==> config.mk <==
export PLATFORM = sky130hd
export DESIGN_NAME = bus_router
export DESIGN_NICKNAME = d
export VERILOG_FILES = /design/src/rtl/bus_pkg.sv /design/src/rtl/bus_addr_decode.sv /design/src/rtl/bus_router.sv
export SDC_FILE = /design/constraint.sdc
export NUM_CORES = 1
export LEC_CHECK = 0
export ABC_AREA = 1
export CAP_MARGIN = 5
export CORE_ASPECT_RATIO = 0.6
export CORE_MARGIN = 5
export CORE_UTILIZATION = 33
export DETAILED_ROUTE_END_ITERATION = 8
export HOLD_SLACK_MARGIN = 0.06
export PLACE_DENSITY = 0.94
export SLEW_MARGIN = 20
export SYNTH_ARGS = -nofsm -noshare
export SYNTH_HDL_FRONTEND = slang
export SYNTH_SLANG_ARGS = --single-unit
==> constraint.sdc <==
create_clock -name clk -period 2.2 [get_ports clk]
set_input_delay 0.44 -clock clk [delete_from_list [all_inputs] [get_ports clk]]
set_output_delay 0.44 -clock clk [all_outputs]
set_load 0.03 [all_outputs]
==> src/rtl/bus_pkg.sv <==
// Shared definitions for the CPU-to-slave memory-bus router and its address
// decoder. Provides the router state type, the default error read data,
// the slave-count bound and small sizing/range helper functions.
package bus_pkg;

    localparam int unsigned MAX_SLAVES       = 8;
    localparam int unsigned MAX_ADDR_W       = 64;
    localparam logic [31:0] ERR_DATA_DEFAULT = 32'hDEAD_BEEF;

    typedef enum logic [1:0] {
        IDLE,
        BUSY,
        ERR,
        RELEASE
    } state_t;

    // Width of a slave index; a single-slave router still needs one bit.
    function automatic int unsigned sel_width(input int unsigned n);
        return (n > 1) ? $clog2(n) : 1;
    endfunction

    // Width of a counter that must be able to hold the value timeout.
    function automatic int unsigned ctr_width(input int unsigned timeout);
        return (timeout > 0) ? $clog2(timeout + 1) : 1;
    endfunction

    // Inclusive range test on zero-extended address values.
    function automatic logic in_range(input logic [MAX_ADDR_W-1:0] a,
                                      input logic [MAX_ADDR_W-1:0] base,
                                      input logic [MAX_ADDR_W-1:0] limit);
        return (a >= base) && (a <= limit);
    endfunction

endpackage

==> src/rtl/bus_addr_decode.sv <==
// Purely combinational address decoder: maps an address onto one of
// NUM_SLAVES inclusive ranges. The lowest-index matching range wins.
// Ports:
//   address  in   ADDR_W  address to decode
//   hit      out  1       some range contains address
//   sel      out  SEL_W   index of the winning range (0 when no hit)
module bus_addr_decode
    import bus_pkg::*;
#(
    parameter int unsigned                    NUM_SLAVES = 3,
    parameter int unsigned                    ADDR_W     = 32,
    parameter logic [NUM_SLAVES*ADDR_W-1:0]   SLV_BASE   = {32'h8000_0000, 32'h0003_0000, 32'h0000_0000},
    parameter logic [NUM_SLAVES*ADDR_W-1:0]   SLV_LIMIT  = {32'hFFFF_FFFF, 32'h7FFF_FFFF, 32'h0002_FFFF},
    parameter int unsigned                    SEL_W      = sel_width(NUM_SLAVES)
) (
    input  logic [ADDR_W-1:0] address,
    output logic              hit,
    output logic [SEL_W-1:0]  sel
);

    if (NUM_SLAVES < 1 || NUM_SLAVES > MAX_SLAVES) begin : g_bad_count
        $error("bus_addr_decode: NUM_SLAVES out of range");
    end
    if (ADDR_W > MAX_ADDR_W) begin : g_bad_width
        $error("bus_addr_decode: ADDR_W too wide");
    end

    always_comb begin
        hit = 1'b0;
        sel = '0;
        // Ascending scan; the first hit blocks later ones, giving priority
        // to the lowest index on overlapping ranges.
        for (int unsigned i = 0; i < NUM_SLAVES; i++) begin
            if (!hit && in_range(MAX_ADDR_W'(address),
                                 MAX_ADDR_W'(SLV_BASE[i*ADDR_W +: ADDR_W]),
                                 MAX_ADDR_W'(SLV_LIMIT[i*ADDR_W +: ADDR_W]))) begin
                hit = 1'b1;
                sel = SEL_W'(i);
            end
        end
    end

endmodule

==> src/rtl/bus_router.sv <==
// Parametrised CPU-to-slave memory-bus router. Decodes each request against
// NUM_SLAVES address ranges, latches the selected slave for the whole
// transaction, gates the request strobe to that slave only and returns its
// read data and completion. Unmapped addresses and timed-out slaves get a
// one-cycle error completion carrying ERR_DATA and set a sticky error flag.
// Ports:
//   clk, reset          clock, synchronous active-high reset
//   address, rw_req     CPU address and level request (held until rec)
//   rw, write_data,size CPU write path, broadcast unregistered
//   read_data, rec      returned data and one-cycle completion
//   s_rw_req            per-slave gated request
//   s_read_data         packed per-slave read data
//   s_data_valid        per-slave completion
//   s_address, s_rw,    broadcast copies of the CPU address/write path
//   s_write_data,s_size
//   bus_err, err_clr    sticky error flag and its clear
//   err_addr            address of the first error since the last clear
module bus_router
    import bus_pkg::*;
#(
    parameter int unsigned                    NUM_SLAVES = 3,
    parameter int unsigned                    ADDR_W     = 32,
    parameter int unsigned                    DATA_W     = 32,
    parameter logic [NUM_SLAVES*ADDR_W-1:0]   SLV_BASE   = {32'h8000_0000, 32'h0003_0000, 32'h0000_0000},
    parameter logic [NUM_SLAVES*ADDR_W-1:0]   SLV_LIMIT  = {32'hFFFF_FFFF, 32'h7FFF_FFFF, 32'h0002_FFFF},
    parameter int unsigned                    TIMEOUT    = 1023,
    parameter logic [DATA_W-1:0]              ERR_DATA   = DATA_W'(ERR_DATA_DEFAULT)
) (
    input  logic                         clk,
    input  logic                         reset,
    input  logic [ADDR_W-1:0]            address,
    input  logic                         rw_req,
    input  logic                         rw,
    input  logic [DATA_W-1:0]            write_data,
    input  logic [1:0]                   size,
    output logic [DATA_W-1:0]            read_data,
    output logic                         rec,
    output logic [NUM_SLAVES-1:0]        s_rw_req,
    input  logic [NUM_SLAVES*DATA_W-1:0] s_read_data,
    input  logic [NUM_SLAVES-1:0]        s_data_valid,
    output logic [ADDR_W-1:0]            s_address,
    output logic                         s_rw,
    output logic [DATA_W-1:0]            s_write_data,
    output logic [1:0]                   s_size,
    output logic                         bus_err,
    input  logic                         err_clr,
    output logic [ADDR_W-1:0]            err_addr
);

    localparam int unsigned      SEL_W     = sel_width(NUM_SLAVES);
    localparam int unsigned      CNT_W     = ctr_width(TIMEOUT);
    localparam logic [CNT_W-1:0] CNT_LIMIT = CNT_W'(TIMEOUT);
    localparam logic             TMO_EN    = (TIMEOUT != 0);

    state_t            state;
    logic [SEL_W-1:0]  sel;
    logic [CNT_W-1:0]  cnt;
    logic              dec_hit;
    logic [SEL_W-1:0]  dec_sel;
    logic              sel_valid;
    logic              timed_out;

    bus_addr_decode #(
        .NUM_SLAVES (NUM_SLAVES),
        .ADDR_W     (ADDR_W),
        .SLV_BASE   (SLV_BASE),
        .SLV_LIMIT  (SLV_LIMIT),
        .SEL_W      (SEL_W)
    ) u_decode (
        .address (address),
        .hit     (dec_hit),
        .sel     (dec_sel)
    );

    // Write path is not registered; every slave sees it, only the request
    // strobe is gated.
    assign s_address    = address;
    assign s_rw         = rw;
    assign s_write_data = write_data;
    assign s_size       = size;

    assign sel_valid = s_data_valid[sel];
    assign timed_out = TMO_EN && (cnt == CNT_LIMIT);

    // Response path is combinational from the latched state so that a slave
    // completion reaches rec in the same cycle.
    always_comb begin
        s_rw_req  = '0;
        rec       = 1'b0;
        read_data = ERR_DATA;
        case (state)
            BUSY: begin
                s_rw_req[sel] = rw_req;
                read_data     = s_read_data[sel*DATA_W +: DATA_W];
                rec           = sel_valid;
            end
            ERR: begin
                rec = 1'b1;
            end
            default: ;
        endcase
    end

    always_ff @(posedge clk) begin
        if (reset) begin
            state    <= IDLE;
            sel      <= '0;
            cnt      <= '0;
            bus_err  <= 1'b0;
            err_addr <= '0;
        end else begin
            case (state)
                IDLE: begin
                    if (rw_req) begin
                        if (dec_hit) begin
                            sel   <= dec_sel;
                            cnt   <= '0;
                            state <= BUSY;
                        end else begin
                            state <= ERR;
                        end
                    end
                end
                BUSY: begin
                    // A completion in the timeout cycle still counts as success.
                    if (sel_valid) begin
                        state <= RELEASE;
                    end else if (timed_out) begin
                        state <= ERR;
                    end
                    if (cnt != '1) begin
                        cnt <= cnt + CNT_W'(1);
                    end
                end
                ERR: begin
                    state <= RELEASE;
                end
                RELEASE: begin
                    if (!rw_req) begin
                        state <= IDLE;
                    end
                end
                default: begin
                    state <= IDLE;
                end
            endcase

            // A new error takes precedence over a simultaneous clear and then
            // records the new address.
            if (state == ERR) begin
                bus_err <= 1'b1;
                if (!bus_err || err_clr) begin
                    err_addr <= address;
                end
            end else if (err_clr) begin
                bus_err  <= 1'b0;
                err_addr <= '0;
            end
        end
    end

endmodule
==> summary.txt, run 1 <==
Drt
  – Pre-Repair DR Iteration Count: 4
  – Vias: 4271
  – Final wirelength: about 14 mm
  – Antenna Violating Nets Remaining: 0
  – Via-to-Cell Ratio: 4.94
  – WL/cell: 15.7 um
  – Initial DRC count: 210
  – Remaining DRCs: 0

STA
  – Setup TNS after final layout: 0 ns
  – Skew final: 0.00468 ns
  – Final Setup Violations: 0
  – Final Cycle Share: between 90% and 100%
  – Worst Tran Pin Value: 0.436 ns
  – RSZ-0062 raised after global routing: no
  – Final Hold Vio Count: 0
  – Max-slew headroom: 70.9%
  – Final Max Tran Viols: 0
  – Crit path time final: 2.11 ns
  – Max Freq: about 470 MHz

Clock tree
  – Clock latency on the worst-skew pair: around 0.29 ns
  – Sink Count: 47
  – Clock Root Buffer: clkbuf_16
  – Cts bufs inserted: 5
  – Clock transition at the registers of the reported paths: roughly 0.06 ns
  – CTS tree: done
  – # hold bufs at CTS: 0
  – Clk buf depth: 2
  – H-tree depth: 2
  – Postcts setup bufs: 0

Global routing
  – Initial antenna violation count: 1
  – Total track usage: a little under a fifth
  – Vias in the first global route: roughly 4.0k
  – GRT overflow: 0
  – Largest net degree at the start of global routing: 33
  – First-pass GRT wire length: around 20 mm

Critical path
  – Critical R2R Capture: cnt[2]
  – Crit. End Element: primary output
  – Worst Path Arrival: 1.67 ns
  – WP depth: 2
  – Reg2reg path depth: 8
  – CP Class: in2out
  – CP dominant cell by count: clkdlybuf4s50_1
  – Setup slack, reg-to-reg: ~0.57 ns
  – Worst path required time: 1.76 ns
  – Crit-path cells: clkdlybuf4s50_1 -> clkdlybuf4s50_1
  – Crit path launch type: input pin
  – Slowest CP cell: clkdlybuf4s50_1
  – Top delay family on crit path: buffers and inverters
  – Worst path max stage delay: 0.69 ns
  – CP Buf/Inv Count: 2
  – Critical Path Fanout Max: 3
  – FF-to-FF Start: state[1]

Pwr
  – Leak: 2.25 nW
  – IR drop worst, VDD: 0.542 mV
  – PD cells: 972 mW/mm^2
  – Combinational cell fraction of total power: 65.2%
  – Sw power: 2.71 mW
  – Total power: ~5.6 mW
  – Clock share of power: 13.3%
  – Register share of total power: 21.4%
  – Sw Share: slightly below 50%
  – Pint: 2.86 mW

Yosys
  – Netlist cell types: 30
  – Syn Nets: roughly 740
  – Number of synthesized register bits: 47
  – Yosys warnings: 0
  – Post-synthesis cell count: 565
  – Sequential element share of the synthesized area: 26.2%
  – Syn Area/Cell: approximately 6.4 um^2
  – Post-Synthesis Cell Area: 0.00359 mm^2

Floorplanning
  – Die W: 145 um
  – CORE AREA: 0.0106 mm^2
  – Row Count: 29
  – Die height: 90.8 um
  – Die area: 0.0131 mm^2
  – Starting density of the core: between 30% and 40%
  – I/O pin cnt: approximately 310

Final layout
  – Area grow syn2layout: 59.4%
  – Layout cell share with drive strength beyond 1: 11.6%
  – Fillers: 965
  – Most frequent cells in the layout: clkdlybuf4s50_1 (199), nand2_1 (111), nand3_1 (79)
  – Number of nets in the layout: approximately 900
  – Most common cell after layout, fill and taps aside: clkdlybuf4s50_1

Place
  – GPL Wtd Cong: 0.856
  – Final HPWL DP: 10.9 mm
  – Port-buffer cells: 235

Status
  – Outcome: complete, no violations

Hold path
  – WHS Endpoint: err_addr[9]
  – Hold wc startpoint: err_addr[9]
  – Hold Path Class: reg2reg
  – Hold Crit Depth: 2

Flow run
  – Max cap viols: 0
[synth_stat cells (all sizes together)]
cell    number  share of area (%)
nand2      116                 12
nor2        46                5.4
ha           6                2.1
clkbuf      23                2.4
nor3         6               0.84
buf         80                 16
o21bai       1               0.21
nand4       26                4.5
dfxtp       47                 26
inv         54                5.6
or2          6                1.0
a21o         1               0.21
a21oi       32                4.6
o211ai      20                4.2
clkinv       1               0.10
o22ai        6                1.0
nand3       80                 11
o21ai       14                1.9
[how the worst max path moves through the flow]
stage                                from       endpoint  slack (ns)
after detailed placement      address[21]  s_address[21]        0.10
after floorplan                  state[1]    s_rw_req[0]        0.13
after global placement    s_data_valid[1]            rec        0.09
final                         address[31]  s_address[31]        0.09
after CTS                        state[1]   read_data[2]        0.05
after global routing               sel[0]            rec        0.04
[sequential cells by signal, indices dropped and copies added, names as in the netlist]
| name | cells |
|---|---|
| cnt | 10 |
| err_addr | 32 |
| bus_err | 1 |
| sel | 2 |
| state | 2 |
[per-stage QoR]
stage	utilization [%]	hold WS (ns)	area [um^2]	instances	worst slack (ns)
3_5_place_dp	52.4	0.490	5550	855	0.104
3_3_place_gp	52.4	0.485	5550	855	0.0914
6_report	54.1	0.498	5730	864	0.0904
4_1_cts	53.8	0.498	5700	863	0.0473
5_1_grt	54.1	0.515	5730	864	0.0437
2_1_floorplan	-	0.479	3590	565	0.130
[area by class of cell]
class	instances	area (um^2)	area share, %
antenna	1	2.50	0.0437
tap	139	174	3.04
sequential	47	943	16.5
multi-input combinational	360	1800	31.4
clock buffer	6	129	2.25
clock inverter	2	12.5	0.218
inverter	55	209	3.65
timing repair buffer	254	2460	43.0
[cell families (layout without fill, tap and decap cells)]
logic type	Yosys count	count (layout)	share of synthesized area (%)
DFF	47	47	26.2
other	0	1	0
buffers and inverters	158	317	24.1
AOI/OAI and AO/OA	74	74	12.1
and+or+nand+nor	280	280	35.5
adders and majority gates	6	6	2.09
[worst reg2reg max path: cells and delay by family, from the launching register on]
| family | cells | cell delay (ns) |
|---|---|---|
| AO/OA/AOI/OAI | 1 | 0.06 |
| adder cells (fa/ha/maj) | 1 | 0.31 |
| buffers and inverters | 3 | 0.51 |
| flip-flops | 1 | 0.34 |
| AND/OR/NAND/NOR | 3 | 0.32 |
[per-layer routing]
metal / up-vias / part of all wire (%) / global-route usage [%]
li1: 2114 / - / -
met1: 1952 / 42 / 23.9
met2: 189 / 46 / 30.8
met3: 16 / 9.8 / 7.46
met4: 0 / 1.8 / 4.50
met5: - / 0 / 0
[timing repair]
| action | CTS | global route |
|---|---|---|
| setup endpoints to repair | 32 | 15 |
| gates resized for setup | 4 | 7 |
| pin swaps | 0 | 0 |
[power by group through the flow]
stage / clock [mW] / combinational (mW) / sequential, mW
CTS: 0.763 / 3.62 / 1.19
global route: 0.790 / 3.94 / 1.21
floorplan: 0 / 2.22 / 1.34
finish: 0.743 / 3.63 / 1.19
detailed placement: 0 / 3.60 / 1.20
global placement: 0 / 3.52 / 1.19
Power figures use the tool's default switching activity.
==> run 2: changes to the inputs <==
Settings changed: ABC_AREA 1 to not set, CORE_UTILIZATION 33 to 31, PLACE_DENSITY 0.94 to 0.91.
==> run 2 against run 1 <==
Compared with the run above: global-route usage is 0.24 points lower; core utilization is 0.46 points higher; final cell count decreased by 15%; clock skew rose by 0.0026 ns; synthesized area shrank 9.0%; first-iteration DRC count is 8.6% lower; largest cell class unchanged; flip-flop and latch count did not move; via count is 12% lower; die area decreased by 2.9%; routed wire length is 0.93% higher; critical path type unchanged; clock power up 3%.
==> summary.txt, run 2 <==
Drt
  – Metal2 WL: 6.68 mm (+6.7%)
  – Remaining DRCs: 0 (unchanged)
  – Vias: 3751 (-12%)
  – Highest routed layer: met4
  – Met1 WL: 5.51 mm (-3.5%)
  – Pre-Repair DR Iteration Count: 5 (+1)
  – Initial DRC count: 192 (-8.6%)
  – Final wirelength: 13.7 mm (+0.93%)
  – WL/cell: 18.7 um (+19%)
  – Via-to-Cell Ratio: 5.12 (+3.5%)
  – Met3 WL post-DR: 1.33 mm (-0.38%)
  – Antenna Violating Nets Remaining: 0 (unchanged)

STA
  – Final Max Tran Viols: 0 (unchanged)
  – Worst Tran Pin Value: 0.472 ns (+0.0353 ns)
  – Max Freq: 469 MHz (-1.1%)
  – Final Setup Violations: 0 (unchanged)
  – Crit path time final: 2.13 ns (+0.0241 ns)
  – RSZ-0062 raised after global routing: yes
  – Final Hold Vio Count: 0 (unchanged)
  – Final Cycle Share: 97.0% (+1.1 points)
  – Skew final: 0.00723 ns (+0.00255 ns)
  – Max-slew headroom: 68.5% (-2.4 points)
  – Worst hold slack: 0.484 ns (-0.0135 ns)
  – Setup TNS after final layout: 0 ns (unchanged)

Final layout
  – Most common cell after layout, fill and taps aside: clkdlybuf4s50_1
  – Most frequent cells in the layout: clkdlybuf4s50_1 (197), buf_4 (56), nor2_1 (52)
  – Fin area: 0.00570 mm^2 (-0.52%)
  – Ant. Diodes: 0 (-1)
  – Fillers: 925 (-4.1%)
  – Post-layout util: 54.5% (+0.46 points)
  – Number of nets in the layout: 769 (-14%)
  – Layout cell share with drive strength beyond 1: 16.2% (+4.6 points)
  – Top reg by flops: err_addr
  – Area grow syn2layout: 74.3%
  – Max reg flops: 32 (unchanged)
  – Biggest regs: err_addr: 32 flops, cnt: 10 flops
  – Post-route insts no fill: 733 (-15%)

Place
  – Port-buffer cells: 235 (unchanged)
  – Placed cell area: 0.00532 mm^2 (-4.2%)
  – GPL Wtd Cong: 0.822 (-4.0%)
  – Placed cell count: 707 (-17%)
  – Final HPWL DP: 10.3 mm (-5.4%)

Critical path
  – CP dominant cell by count: clkdlybuf4s50_1
  – Worst path required time: 1.76 ns (about the same)
  – Crit path launch type: input pin
  – Worst path max stage delay: 0.72 ns (+0.03 ns)
  – CP Class: in2out
  – CP Buf/Inv Count: 2 (unchanged)
  – Slowest CP cell: clkdlybuf4s50_1
  – Crit. End Element: primary output
  – Top delay family on crit path: buffers and inverters
  – Crit-path cells: clkdlybuf4s50_1 -> clkdlybuf4s50_1
  – Critical Path Fanout Max: 3 (unchanged)
  – Worst Path Arrival: 1.69 ns (+0.02 ns)

Pwr
  – Pint: 2.55 mW (-11%)
  – Sw Share: 41.9% (-6.8 points)
  – Combinational cell fraction of total power: 60.9% (-4.3 points)
  – Clock share of power: 17.4% (+4.1 points)
  – Leak: 2.15 nW (-4.4%)
  – Sw power: 1.83 mW (-32%)
  – IR drop worst, VDD: 0.411 mV (-24%)
  – Register share of total power: 21.8% (+0.4 points)
  – PD cells: 769 mW/mm^2 (-21%)

Floorplanning
  – Die area: 0.0128 mm^2 (-2.9%)
  – Die height: 89.6 um (-1.4%)
  – I/O pin cnt: 306 (unchanged)
  – Die W: 143 um (-1.5%)
  – Row Count: 29 (unchanged)
  – Starting density of the core: 31.3% (-2.6 points)
  – CORE AREA: 0.0105 mm^2 (-1.4%)

Clock tree
  – Cts bufs inserted: 5 (unchanged)
  – Clk buf depth: 2 (unchanged)
  – H-tree depth: 2 (unchanged)
  – # hold bufs at CTS: 0 (unchanged)
  – Clock latency on the worst-skew pair: 0.29 ns (about the same)
  – Clock Root Buffer: clkbuf_16
  – CTS tree: done
  – Clock transition at the registers of the reported paths: 0.06 ns (about the same)
  – Sink Count: 47 (unchanged)

Global routing
  – First-pass GRT wire length: 19.1 mm (-6.6%)
  – Largest net degree at the start of global routing: 39 (+18%)
  – GRT overflow: 0 (unchanged)
  – Initial antenna violation count: 0 (-1)
  – Vias in the first global route: 3605 (-8.8%)
  – Total track usage: 18.9% (-0.24 points)

Yosys
  – Post-synthesis cell count: 413 (-27%)
  – Top-count cell post-synth: buf_4
  – Number of synthesized register bits: 47 (unchanged)
  – Yosys warnings: 0 (unchanged)
  – Syn Nets: 589 (-21%)
  – Sequential element share of the synthesized area: 28.8% (+2.6 points)
  – Synth cell count leaders: buf_4 (67), nor2_1 (52), dfxtp_1 (47)
  – Synth area leader: dfxtp_1
  – Top cells by area, synth: dfxtp_1 (29%), buf_4 (15%), mux2i_1 (11%)
  – Netlist cell types: 43 (+43%)
  – Number of synthesized flops with an enable pin: 0 (unchanged)
  – Asr flop ratio synth: 0% (unchanged)
  – Synth top area share: 28.8% (+2.6 points)
  – Syn Area/Cell: 7.92 um^2 (+24%)
  – Ys flop type: dfxtp_1
  – Post-Synthesis Cell Area: 0.00327 mm^2 (-9.0%)

Hold path
  – Hold Path Class: reg2reg

Status
  – Outcome: complete, no violations

Flow run
  – Max cap viols: 0 (unchanged)
## run 2: cell count changes in the layout (fill, tap and decap cells not counted), sizes merged, moves of 13 or more
cell,previous run,this run
buf,55,69
a22oi,0,32
nand2,116,12
nand3,80,9
a21oi,32,46
o211ai,20,2
o21ai,14,27
nand4,26,1
mux2i,0,35
inv,54,9
## run 2: worst paths after layout
| kind | start | cells past startpoint | to | slack [ns] |
|---|---|---|---|---|
| min | cnt[1] | 2 | cnt[1] | 0.48 |
| min reg2reg | cnt[1] | 2 | cnt[1] | 0.48 |
| max | address[21] | 2 | s_address[21] | 0.07 |
| max reg2reg | state[0] | 6 | cnt[4] | 0.32 |
## run 2: kinds of logic (layout without fill, tap and decap cells)
logic type                 Yosys count  in the layout  share of synthesized area (%)
and+or+nand+nor                     93             94                           12.7
AOI/OAI and AO/OA                  126            126                           24.2
muxes                               38             38                           12.1
DFF                                 47             47                           28.8
adders and majority gates            6              6                           2.30
buffers and inverters              103            283                           19.9
## run 2: stage by stage
step                      power (mW)  setup WS (ns)
after floorplan                 2.50         0.0988
after global routing            4.61       -0.00537
after CTS                       4.30         0.0112
after detailed placement        3.43        -0.0525
final                           4.38         0.0663
after global placement          3.37         -0.277
## run 2: layer usage
metal / vias up / track usage [%]
li1: 1766 / -
met1: 1762 / 22.8
met2: 207 / 32.2
met3: 16 / 7.11
met4: 0 / 4.57
met5: - / 0
## run 2: cell type report
class,instances,area (um^2),area share [%]
multi-input combinational,264,1720,30.2
sequential,47,946,16.6
timing repair buffer,268,2690,47.1
tap,139,174,3.05
clock inverter,3,22.5,0.395
inverter,7,26.3,0.461
clock buffer,5,125,2.20
## run 2: power by group through the flow
stage,Clock [mW],Combinational [mW],Sequential [mW]
floorplan,0,1.50,1.01
global route,0.826,2.82,0.962
detailed placement,0,2.47,0.960
finish,0.762,2.67,0.953
CTS,0.798,2.55,0.951
global placement,0,2.42,0.953
## run 2: what timing repair did
action | in CTS | in global routing
buffers inserted | 3 | 12
gates resized for setup | 7 | 7
cloned | 2 | 1
setup endpoints to repair | 22 | 8
==> run 3: changes to the inputs <==
Settings changed: CTS_CLUSTER_DIAMETER set to 120.
==> results of run 3 <==
The final DEF is identical to that of run 2; final timing and power are the same.
